`src/rtl/npn_tt_sweep_ctrl.sv`:
```
// npn_tt_sweep_ctrl: drives every NIN-bit input vector through an external
// single-output network and assembles its response into a truth table.
// Optional compare against an expected table: define NPN_TT_SWEEP_CMP_EN.
//
// state   | meaning
// --------+------------------------------------------------------------
// S_IDLE  | waiting for start; tt holds the last result
// S_SWEEP | driving vectors 0..TTW-1 on x, one per cycle
// S_DRAIN | LAT cycles waiting for the network pipeline to empty
// S_DONE  | one-cycle done pulse; a new start may be accepted here
module npn_tt_sweep_ctrl #(
  parameter int NIN = 4,
  parameter int LAT = 0,
  localparam int TTW = 1 << NIN
) (
  input  logic           clk,
  input  logic           rst_n,
  input  logic           start,
  input  logic           abort,
  output logic [NIN-1:0] x,
  output logic           x_vld,
  input  logic           y,
  output logic           busy,
  output logic           done,
  output logic [TTW-1:0] tt
`ifdef NPN_TT_SWEEP_CMP_EN
  ,
  input  logic [TTW-1:0] exp_tt,
  output logic           match,
  output logic [NIN:0]   mism_cnt
`endif
);

  // A zero-latency network still gets a one-entry delay line so the array
  // is never empty; it is simply bypassed.
  localparam int DW = (LAT > 0) ? LAT : 1;
  localparam logic [2:0] DRAIN_LOAD = (LAT > 0) ? 3'(LAT - 1) : 3'd0;

  typedef enum logic [1:0] {S_IDLE, S_SWEEP, S_DRAIN, S_DONE} state_t;

  state_t         state_q;
  logic [NIN:0]   cnt_q;
  logic [2:0]     drain_q;
  logic [NIN-1:0] x_q;
  logic           x_vld_q;
  logic           busy_q;
  logic           done_q;
  logic [TTW-1:0] tt_q;
  logic [TTW-1:0] tt_d;
  logic [NIN:0]   pipe_q [DW];

  logic           cap_vld;
  logic [NIN-1:0] cap_idx;
  logic           kill;
  logic           to_done;

  // Pick the (valid, index) pair whose network response is on y right now.
  always_comb begin
    cap_vld = 1'b0;
    cap_idx = '0;
    if (LAT == 0) begin
      cap_vld = x_vld_q;
      cap_idx = x_q;
    end else begin
      cap_vld = pipe_q[DW-1][NIN];
      cap_idx = pipe_q[DW-1][NIN-1:0];
    end
  end

  // Truth table with this cycle's capture applied; also feeds the compare.
  always_comb begin
    tt_d = tt_q;
    if (cap_vld) tt_d[cap_idx] = y;
  end

  // Abort only matters while busy; the done transition is shared with the compare.
  always_comb begin
    kill    = ((state_q == S_SWEEP) || (state_q == S_DRAIN)) && abort;
    to_done = !abort &&
              (((state_q == S_SWEEP) && cnt_q[NIN] && (LAT == 0)) ||
               ((state_q == S_DRAIN) && (drain_q == 3'd0)));
  end

  // Sweep sequencer, delay line and truth-table capture.
  always_ff @(posedge clk) begin
    if (!rst_n) begin
      state_q <= S_IDLE;
      cnt_q   <= '0;
      drain_q <= '0;
      x_q     <= '0;
      x_vld_q <= 1'b0;
      busy_q  <= 1'b0;
      done_q  <= 1'b0;
      tt_q    <= '0;
      for (int i = 0; i < DW; i++) pipe_q[i] <= '0;
    end else begin
      pipe_q[0] <= {x_vld_q, x_q};
      for (int i = 1; i < DW; i++) pipe_q[i] <= pipe_q[i-1];
      tt_q   <= tt_d;
      done_q <= 1'b0;
      if (kill) begin
        state_q <= S_IDLE;
        x_q     <= '0;
        x_vld_q <= 1'b0;
        busy_q  <= 1'b0;
        tt_q    <= '0;
        for (int i = 0; i < DW; i++) pipe_q[i] <= '0;
      end else begin
        case (state_q)
          S_IDLE, S_DONE: begin
            if (start) begin
              state_q <= S_SWEEP;
              cnt_q   <= (NIN+1)'(1);
              x_q     <= '0;
              x_vld_q <= 1'b1;
              busy_q  <= 1'b1;
              tt_q    <= '0;
            end else begin
              state_q <= S_IDLE;
            end
          end
          S_SWEEP: begin
            // cnt_q counts vectors already issued; its top bit marks the last one.
            if (cnt_q[NIN]) begin
              x_q     <= '0;
              x_vld_q <= 1'b0;
              if (LAT > 0) begin
                state_q <= S_DRAIN;
                drain_q <= DRAIN_LOAD;
              end else begin
                state_q <= S_DONE;
                busy_q  <= 1'b0;
                done_q  <= 1'b1;
              end
            end else begin
              x_q   <= cnt_q[NIN-1:0];
              cnt_q <= cnt_q + (NIN+1)'(1);
            end
          end
          S_DRAIN: begin
            if (drain_q == 3'd0) begin
              state_q <= S_DONE;
              busy_q  <= 1'b0;
              done_q  <= 1'b1;
            end else begin
              drain_q <= drain_q - 3'd1;
            end
          end
          default: state_q <= S_IDLE;
        endcase
      end
    end
  end

  assign x     = x_q;
  assign x_vld = x_vld_q;
  assign busy  = busy_q;
  assign done  = done_q;
  assign tt    = tt_q;

`ifdef NPN_TT_SWEEP_CMP_EN
  logic [TTW-1:0] exp_q;
  logic           match_q;
  logic [NIN:0]   mism_q;
  logic [NIN:0]   mism_d;
  logic [TTW-1:0] diff;
  logic           accept;

  // Mismatch count of the final table against the expected one.
  always_comb begin
    diff   = tt_d ^ exp_q;
    mism_d = '0;
    for (int i = 0; i < TTW; i++) mism_d = mism_d + {{NIN{1'b0}}, diff[i]};
    accept = ((state_q == S_IDLE) || (state_q == S_DONE)) && start;
  end

  // Expected table latched at start; result registered on entry to S_DONE.
  always_ff @(posedge clk) begin
    if (!rst_n) begin
      exp_q   <= '0;
      match_q <= 1'b0;
      mism_q  <= '0;
    end else if (accept) begin
      exp_q   <= exp_tt;
      match_q <= 1'b0;
      mism_q  <= '0;
    end else if (kill) begin
      match_q <= 1'b0;
      mism_q  <= '0;
    end else if (to_done) begin
      match_q <= (mism_d == '0);
      mism_q  <= mism_d;
    end
  end

  assign match    = match_q;
  assign mism_cnt = mism_q;
`endif

endmodule

```
`config.mk`:
```
export PLATFORM = sky130hd
export DESIGN_NAME = npn_tt_sweep_ctrl
export DESIGN_NICKNAME = d
export VERILOG_FILES = /design/src/rtl/npn_tt_sweep_ctrl.sv
export SDC_FILE = /design/constraint.sdc
export NUM_CORES = 1
export LEC_CHECK = 0
export ABC_AREA = 1
export ABC_CLOCK_PERIOD_IN_PS = 4100
export CELL_PAD_IN_SITES_DETAIL_PLACEMENT = 0
export CELL_PAD_IN_SITES_GLOBAL_PLACEMENT = 2
export CORE_ASPECT_RATIO = 1.4
export CORE_MARGIN = 2
export CORE_UTILIZATION = 33
export CTS_BUF_LIST = sky130_fd_sc_hd__clkbuf_4 sky130_fd_sc_hd__clkbuf_8
export CTS_CLUSTER_DIAMETER = 50
export DETAILED_ROUTE_END_ITERATION = 10
export GPL_TIMING_DRIVEN = 0
export PLACE_DENSITY_LB_ADDON = 0.25
export SYNTH_ARGS = -nofsm -noshare
export SYNTH_HDL_FRONTEND = slang
export SYNTH_SLANG_ARGS = --single-unit
```
`constraint.sdc`:
```
create_clock -name clk -period 4.1 [get_ports clk]
set_input_delay 0.82 -clock clk [delete_from_list [all_inputs] [get_ports clk]]
set_output_delay 0.82 -clock clk [all_outputs]
set_load 0.02 [all_outputs]
```
==> impl_metrics.sql <==
INSERT INTO impl_metrics (metric_group, metric, value, unit) VALUES
('cells_and_area', 'drive_gt1_share', '9.84', '%'),
('grt', 'first_global_vias', '1395', ''),
('cts', 'cts_buffer_depth', '2', ''),
('cells_and_area', 'num-nets-final', '264', ''),
('place', 'io_buffer_count', '25', ''),
('sta', 'grt_setup_unrepaired', 'no', ''),
('route', 'routed_wire_length_per_instance', '11.6', 'µm'),
('route', 'met2RoutedLength', '2.00', 'mm'),
('logic_synthesis', 'syn-mean-instance-area', '7.39', 'µm²'),
('worst_setup_path', 'critical_path_buf_inv_count', '1', ''),
('cts', 'cts_made_buffers', '5', ''),
('logic_synthesis', 'cell_types_occupying_the_most_area_after_synthesis', 'dfxtp_1 40%, nor2_1 9.0%, nand2_1 7.6%, inv_1 6.0%, nand3_1 5.5%', ''),
('floorplan', 'core_area', '0.00480', 'mm²'),
('logic_synthesis', 'ys_top_cells_by_count', '39 x nor2_1, 33 x dfxtp_1, 33 x nand2_1, 26 x inv_1, 18 x nand3_1', ''),
('power_and_ir_drop', 'p_sw', '395', 'µW'),
('cts', 'cts_resized', '0', ''),
('power_and_ir_drop', 'power.share.switching', '36.5', '%'),
('logic_synthesis', 'synth-async-reset-ratio', '0', '%'),
('cells_and_area', 'final_core_util', '43.4', '%'),
('route', 'wl', '3.70', 'mm'),
('sta', 'maxClockFrequency', '445', 'MHz'),
('logic_synthesis', 'synth.ff_latch_count', '33', ''),
('power_and_ir_drop', 'seq_power_share', '35.4', '%'),
('hold_path', 'hold-path-cell-count', '2', ''),
('route', 'post_drt_via_cell_ratio', '4.57', ''),
('worst_setup_path', 'cp_top_family', 'buffers and inverters', ''),
('cts', 'postCtsSetupBuffers', '0', ''),
('floorplan', 'top_level_ports', '28', ''),
('hold_path', 'min_path_type', 'flip-flop to flip-flop', ''),
('worst_setup_path', 'worst_path_largest_cell_delay', '0.67', 'ns'),
('logic_synthesis', 'synthesis.yosys.warnings', '0', ''),
('worst_setup_path', 'critical_path.max_fanout', '8', ''),
('logic_synthesis', 'post-synth-top-count-cell', 'nor2_1', ''),
('worst_setup_path', 'arrival', '1.43', 'ns'),
('worst_setup_path', 'worst-endpoint-required', '3.28', 'ns'),
('cts', 'post_cts_hold_buffer_count', '0', ''),
('outcome', 'run_status', 'complete, no violations', ''),
('logic_synthesis', 'post_synthesis_instance_total', '221', ''),
('run', 'drv.max_cap_violation_count', '0', ''),
('logic_synthesis', 'synth.yosys.seq_area_share', '40.4', '%'),
('floorplan', 'die_w', '63.5', 'µm'),
('power_and_ir_drop', 'leakage', '0.000851', 'µW'),
('cts', 'clock_tree.root_cell', 'clkbuf_8', ''),
('logic_synthesis', 'edff_count_synth', '0', ''),
('sta', 'slew_violations', '0', ''),
('sta', 'finalHoldViolations', '0', ''),
('grt', 'grt_max_degree', '11', ''),
('route', 'detail_route.iter0.violations', '60', ''),
('sta', 'setup_viol', '0', ''),
('logic_synthesis', 'synthDominantCellAreaShare', '40.4', '%'),
('cells_and_area', 'antenna_cells', '0', ''),
('route', 'drcViolationCount', '0', ''),
('worst_setup_path', 'reg2reg_depth', '8', ''),
('sta', 'tightestPinTransition', '0.462', 'ns'),
('cells_and_area', 'design_area', '0.00208', 'mm²'),
('floorplan', 'placement_rows', '30', ''),
('power_and_ir_drop', 'ir_worst_vdd', '219', 'µV'),
('cells_and_area', 'flow.area_growth_from_synthesis', '27.6', '%'),
('grt', 'grt_util_all_layers', '14.8', '%'),
('logic_synthesis', 'synth_top_area_cell', 'dfxtp_1', ''),
('grt', 'grt_remaining_overflow', '0', ''),
('sta', 'worst_slew_margin_rel', '69.2', '%'),
('power_and_ir_drop', 'power_per_cell_area', '519', 'mW/mm²'),
('cts', 'clkTransAtPathRegs', '0.07', 'ns'),
('power_and_ir_drop', 'internal_power', '688', 'µW'),
('worst_setup_path', 'worst_setup_path_end_kind', 'output port', ''),
('route', 'detailroute.via_count', '1454', ''),
('sta', 'final_min_period_over_clock_period', '54.8', '%'),
('logic_synthesis', 'synth.distinct_cells', '23', ''),
('worst_setup_path', 'path_type_of_the_worst_setup_path', 'flip-flop to output port', ''),
('sta', 'final_skew', '0.00820', 'ns');
state kept, by name, indices dropped and copies added (netlist names):
signal	flops
state_q	2
done	1
tt	16
drain_q	3
x_vld	1
busy	1
x	4
cnt_q	5
final cells by class:
cell class | count | area, µm²
Timing Repair Buffer | 25 | 250
Sequential cell | 33 | 661
Clock buffer | 7 | 90.1
Multi-Input combinational cell | 156 | 807
Buffer | 5 | 65.1
Fill cell | 551 | 2720
Tap cell | 64 | 80.1
Inverter | 27 | 101
Clock inverter | 1 | 30.0
cells by family after synthesis:
family                   synth area share, %
flip-flops                              40.4
adder cells (fa/ha/maj)                 4.59
buffers and inverters                   10.2
AO/OA/AOI/OAI                           15.4
AND/OR/NAND/NOR                         29.4
metal layers:
layer	vias up	global-route usage, %
met4	0	6.52
li1	786	-
met5	-	0
met2	20	27.9
met3	2	3.62
met1	646	15.4
worst max-delay path by stage:
stage / from / endpoint / slack (ns) / cells after the start
after floorplan: rst_n / tt[0] / 2.49 / 5
after global placement: start / cnt_q[4] / 1.71 / 8
after detailed placement: start / cnt_q[4] / 1.72 / 8
after CTS: x[1] / x[1] / 1.83 / 1
after global routing: x[1] / x[1] / 1.78 / 1
final: x[1] / x[1] / 1.85 / 1
cell usage in the layout, fill, tap and decap left out:
| master | n |
|---|---|
| nand3_1 | 18 |
| o21ai_2 | 9 |
| clkbuf_8 | 6 |
| clkbuf_4 | 1 |
| a31oi_1 | 1 |
| clkdlybuf4s50_1 | 25 |
| a211oi_1 | 1 |
| nand2_1 | 33 |
| dfxtp_1 | 33 |
| clkbuf_1 | 2 |
| buf_12 | 1 |
| nor2_2 | 1 |
| nor3_1 | 17 |
| a21oi_1 | 16 |
| buf_2 | 1 |
| a21boi_0 | 1 |
| nand4_1 | 1 |
| bufbuf_16 | 1 |
| nand2_4 | 2 |
| a21oi_4 | 1 |
| nor2_1 | 39 |
| o21ai_0 | 9 |
| o211a_1 | 1 |
| inv_1 | 26 |
| inv_2 | 1 |
| ha_1 | 6 |
| bufinv_16 | 1 |
stage by stage:
step	worst slack, ns	power [µW]	instances
finish	1.85	1080	318
global route	1.78	1160	318
CTS	1.83	1100	318
detailed placement	1.72	770	310
global placement	1.71	773	310
floorplan	2.49	660	221
power groups by stage:
stage	combinational [µW]	clock, µW	sequential, µW
floorplan	255	0	405
global placement	382	0	391
detailed placement	380	0	391
CTS	381	340	383
global route	415	354	390
finish	373	326	383
Note: power is estimated with default switching activity, not from simulation.
